==> config.mk <==
export PLATFORM = sky130hd
export DESIGN_NAME = fetch_unit
export DESIGN_NICKNAME = d
export VERILOG_FILES = /design/src/rtl/fetch_unit.sv
export SDC_FILE = /design/constraint.sdc
export NUM_CORES = 1
export LEC_CHECK = 0
export CAP_MARGIN = 40
export CORE_MARGIN = 5
export CORE_UTILIZATION = 55
export DETAILED_ROUTE_END_ITERATION = 7
export DONT_BUFFER_PORTS = 1
export GPL_TIMING_DRIVEN = 0
export PLACE_DENSITY = 0.7
export SYNTH_ARGS = -nofsm -noshare
export SYNTH_HDL_FRONTEND = slang
export SYNTH_SLANG_ARGS = --single-unit
==> constraint.sdc <==
create_clock -name clk -period 16.3 [get_ports clk]
set_input_delay 4.075 -clock clk [delete_from_list [all_inputs] [get_ports clk]]
set_output_delay 4.075 -clock clk [all_outputs]
set_load 0.02 [all_outputs]
==> src/rtl/fetch_unit.sv <==
// Instruction fetch: owns the PC, reads memory combinationally and queues {pc, inst} for decode.
// Latency 1 cycle from read to buffer head. Reads stall when the buffer is full and not popping.
module fetch_unit #(
  parameter int                AWIDTH    = 32,
  parameter int                DWIDTH    = 32,
  parameter logic [AWIDTH-1:0] BASE_ADDR = AWIDTH'(32'h01000000),
  parameter int                MEM_BYTES = 1048576,
  parameter int                BUF_DEPTH = 2
) (
  input  logic              clk,
  input  logic              rst,
  output logic [AWIDTH-1:0] imem_addr_o,
  output logic              imem_read_en_o,
  input  logic [DWIDTH-1:0] imem_data_i,
  output logic              inst_valid_o,
  output logic [DWIDTH-1:0] inst_o,
  output logic [AWIDTH-1:0] pc_o,
  input  logic              inst_ready_i,
  input  logic              redirect_valid_i,
  input  logic [AWIDTH-1:0] redirect_pc_i,
  output logic              fault_o,
  output logic [1:0]        fault_code_o
);

  localparam int PW = $clog2(BUF_DEPTH);
  localparam int CW = PW + 1;

  localparam logic [0:0] S_FETCH = 1'b0;
  localparam logic [0:0] S_HALT  = 1'b1;

  localparam logic [1:0] FC_NONE  = 2'b00;
  localparam logic [1:0] FC_ALIGN = 2'b01;
  localparam logic [1:0] FC_RANGE = 2'b10;

  // One extra bit so the upper bound cannot wrap for memories near the top of the address space.
  localparam logic [AWIDTH:0] LO_ADDR = {1'b0, BASE_ADDR};
  localparam logic [AWIDTH:0] HI_ADDR = LO_ADDR + (AWIDTH+1)'(MEM_BYTES) - (AWIDTH+1)'(4);

  logic [AWIDTH-1:0] r_pc;
  logic [0:0]        r_state;
  logic              r_fault;
  logic [1:0]        r_fault_code;
  logic [PW-1:0]     r_rd_ptr;
  logic [PW-1:0]     r_wr_ptr;
  logic [CW-1:0]     r_count;
  logic [AWIDTH-1:0] r_buf_pc   [BUF_DEPTH];
  logic [DWIDTH-1:0] r_buf_inst [BUF_DEPTH];

  logic w_fetching;
  logic w_valid;
  logic w_pop;
  logic w_can_push;
  logic w_in_range;
  logic w_redirect;
  logic w_misaligned;
  logic w_push;
  logic w_out_of_range;

  assign w_fetching     = (r_state == S_FETCH);
  assign w_valid        = (r_count != '0);
  assign w_pop          = w_valid & inst_ready_i;
  assign w_can_push     = (r_count < CW'(BUF_DEPTH)) | w_pop;
  assign w_in_range     = ({1'b0, r_pc} >= LO_ADDR) && ({1'b0, r_pc} <= HI_ADDR);
  // Redirects only matter while fetching; in HALT they are dropped entirely.
  assign w_redirect     = w_fetching & redirect_valid_i;
  assign w_misaligned   = (redirect_pc_i[1:0] != 2'b00);
  assign w_push         = ~rst & w_fetching & w_can_push & ~redirect_valid_i & w_in_range;
  assign w_out_of_range = w_fetching & w_can_push & ~redirect_valid_i & ~w_in_range;

  assign imem_addr_o    = r_pc;
  assign imem_read_en_o = w_push;
  assign inst_valid_o   = w_valid;
  assign inst_o         = w_valid ? r_buf_inst[r_rd_ptr] : '0;
  assign pc_o           = w_valid ? r_buf_pc[r_rd_ptr]   : '0;
  assign fault_o        = r_fault;
  assign fault_code_o   = r_fault_code;

  always_ff @(posedge clk) begin
    if (w_push) begin
      r_buf_pc[r_wr_ptr]   <= r_pc;
      r_buf_inst[r_wr_ptr] <= imem_data_i;
    end
  end

  always_ff @(posedge clk or posedge rst) begin
    if (rst) begin
      r_pc         <= BASE_ADDR;
      r_state      <= S_FETCH;
      r_fault      <= 1'b0;
      r_fault_code <= FC_NONE;
      r_rd_ptr     <= '0;
      r_wr_ptr     <= '0;
      r_count      <= '0;
    end else if (w_redirect) begin
      r_rd_ptr <= '0;
      r_wr_ptr <= '0;
      r_count  <= '0;
      if (w_misaligned) begin
        r_state      <= S_HALT;
        r_fault      <= 1'b1;
        r_fault_code <= FC_ALIGN;
      end else begin
        r_pc <= redirect_pc_i;
      end
    end else begin
      if (w_push) begin
        r_wr_ptr <= r_wr_ptr + PW'(1);
        r_pc     <= r_pc + AWIDTH'(4);
      end
      if (w_pop) begin
        r_rd_ptr <= r_rd_ptr + PW'(1);
      end
      r_count <= r_count + CW'(w_push) - CW'(w_pop);
      if (w_out_of_range) begin
        r_state      <= S_HALT;
        r_fault      <= 1'b1;
        r_fault_code <= FC_RANGE;
      end
    end
  end

endmodule

==> run metrics <==
status=finished clean; GRT Total Usage=21.8%; crit path DAT=5.46 ns; Initial Util=56.3%; CTS clk-pin slew, worst paths=0.06 ns; RSZ-0062 raised after global routing=no; worst setup path start=inst_ready_i; initial DRC count=315; Int Pwr=0.844 mW; Synth Area in Compound Gates=7.27%; Simple-Gate Fraction of Synth Area=12.2%; most common cell in the netlist=edfxtp_1; Main synth FF type=edfxtp_1; FMAX=105 MHz; sequential power share=43.6%; Residual DRC=0; Net Count, Synth=606; Synth Area in XOR/XNOR=0.369%; CTS buffer count=17; adder-cell share of the synthesized area=0.702%; FFs w/ async S/R, synth=23.4%; wire per inst=21.8 um; DRT Wirelength=16300 um; drt pass-1 iters=5; clock skew=0.00807 ns; Leakage Power=2.91 nW; CTS sink count=167; Nets=634; post-synthesis mux area share=9.41%; initial antenna violation count=0; DP Wirelength=11600 um; placed insts=714; YS warnings=0; routed vias=4493; Slew Viols, Final=0; clk_lat worst skew=0.41 ns; Seq cells post-synth=167; Pwr Density=165 mW/mm^2; first-pass GRT wire length=24600 um; mapped cell area=0.00713 mm^2; setup total negative slack=0 ns; crit path to=imem_read_en_o; drt via density=6.01; fin crit period=9.53 ns; VDD IR max=77.3 uV; Clk pwr share=30.1%; r2r setup slk=13.36 ns; largest family of logic cells by synthesized area=simple AND/OR/NAND/NOR gates; number of maximum-capacitance violations=0; Req. time, crit path=12.23 ns; synthesized instance count=534; total core area=0.0127 mm^2; CP max FO=10; # diodes=0; syn_area_per_cell=13.4 um^2; Yosys top cell area share=53.9%; Post-synth EDFFs=128; Antenna Nets Post-Route=0; final non-filler cell total=747; combinational share of power=26.3%; top-level I/O count=169; Hold Buf Count CTS=0; WS Path Type=input port to output port; chip height=124 um; I/O Buffers=0; Overflow after GRT=0; FP Rows=41; fin util=63.6%; distinct cell type count after synthesis=57; period utilisation layout=58.5%; Worst R2R Path Depth=10; RD Place Congestion=0.874; htree depth=4; leading area contributor after synthesis=edfxtp_1; CTS Buffer Depth=2; CTS root buffer=clkbuf_16; synth top area cells=edfxtp_1 (54%), dfrtp_1 (13%), mux2i_1 (9.4%), nor2_1 (4.8%), nand2_1 (1.4%); Die W=124 um; Net Switching=0.482 mW; share of cells above drive strength 1=10.1%; Slew headroom=45.8%; worst r2r src=imem_addr_o[2]; Post CTS Setup Buffer Count=0; largest net degree at the start of global routing=45; TritonCTS clock tree=yes; Crit. End Element=output port; most frequent cells after synthesis=edfxtp_1 (128), nor2_1 (92), mux2i_1 (67), dfrtp_1 (38), nand2_1 (27); Final Hold Viols=0; setup violators final=0; Critical Path Start Type=input port; post-synthesis sequential area ratio=67.6%; Post-CTS Resized=0; vias in the first global route=4550; Least-Margin Pin Slew=0.806 ns; Area Overhead vs Synth=13.0%; switch share=36.4%; die area=0.0153 mm^2; HP Class=flip-flop to flip-flop; reg-to-reg endpoint=r_count[1]
-- critical path, stage by stage --
cell and delay (ns):
inv_1 0.04, a2111oi_0 0.53, nand2b_1 0.09, buf_2 0.22
nor2_1 0.50
-- how the worst min path moves through the flow --
| stage | start | to | slack (ns) | cells past startpoint |
|---|---|---|---|---|
| 2_1_floorplan | imem_addr_o[24] | r_buf_pc[0][24] | 0.59 | 0 |
| 3_3_place_gp | imem_addr_o[24] | r_buf_pc[0][24] | 0.62 | 0 |
| 3_5_place_dp | imem_addr_o[24] | r_buf_pc[0][24] | 0.63 | 0 |
| 4_1_cts | imem_addr_o[24] | r_buf_pc[1][24] | 0.63 | 0 |
| 5_1_grt | imem_addr_o[24] | r_buf_pc[1][24] | 0.63 | 0 |
| 6_report | imem_addr_o[24] | r_buf_pc[1][24] | 0.63 | 0 |
-- layout make-up --
type	count	area, um^2
timing repair buffer	9	108
multi-input combinational	328	2150
buffer	29	135
fill	973	4610
clock buffer	24	472
clock inverter	8	123
sequential	167	4820
inverter	10	37.5
tap	172	215
-- kinds of logic after synthesis --
family / after synthesis
buf+inv: 39
compound gates: 73
fa+ha+maj: 4
xor+xnor: 3
mux: 67
simple gates: 181
flops: 167
-- layout by cell type (no fill, tap or decap), types with 4 or more instances in the layout --
cell type / synthesis / final
clkbuf_16: 0 / 17
inv_1: 10 / 9
mux2i_1: 67 / 67
edfxtp_1: 128 / 128
o22ai_1: 8 / 8
buf_4: 0 / 5
buf_6: 3 / 5
nand3_1: 12 / 12
clkbuf_1: 16 / 21
a21oi_1: 15 / 15
dfrtp_1: 38 / 38
ha_1: 4 / 4
nor3_1: 9 / 8
nor4b_1: 4 / 4
buf_1: 7 / 7
o311ai_0: 6 / 6
and3_1: 6 / 5
o21ai_0: 11 / 11
nor2_1: 92 / 92
nand2_1: 27 / 27
nor4_1: 5 / 5
-- flip-flops by register name (all words and copies together) (netlist names) --
name	count
r_rd_ptr	1
r_buf_pc	64
fault_o	1
r_buf_inst	64
fault_code_o	2
r_count	2
r_wr_ptr	1
imem_addr_o	32
-- power groups by stage --
stage | logic [mW] | clock network [mW] | registers (mW)
after floorplan | 0.295 | 0 | 0.566
after global placement | 0.347 | 0 | 0.583
after detailed placement | 0.354 | 0 | 0.586
after CTS | 0.355 | 0.406 | 0.578
after global routing | 0.379 | 0.424 | 0.585
final | 0.349 | 0.400 | 0.578
-- per-stage QoR --
step	instance area [um^2]	hold slack, ns	total power [mW]	worst slack, ns
6_report	8060	0.633	1.33	6.77
3_5_place_dp	7450	0.625	0.941	6.76
4_1_cts	8050	0.631	1.34	6.76
5_1_grt	8060	0.633	1.39	6.64
2_1_floorplan	7130	0.591	0.861	6.46
3_3_place_gp	7340	0.620	0.931	3.93
-- per-layer routing --
layer	track usage (%)	part of all wire [%]
met1	25.5	37
met4	9.20	1.8
met5	0	0
met3	9.40	12
met2	35.1	49
No activity file was read; power rests on OpenSTA's default activity.
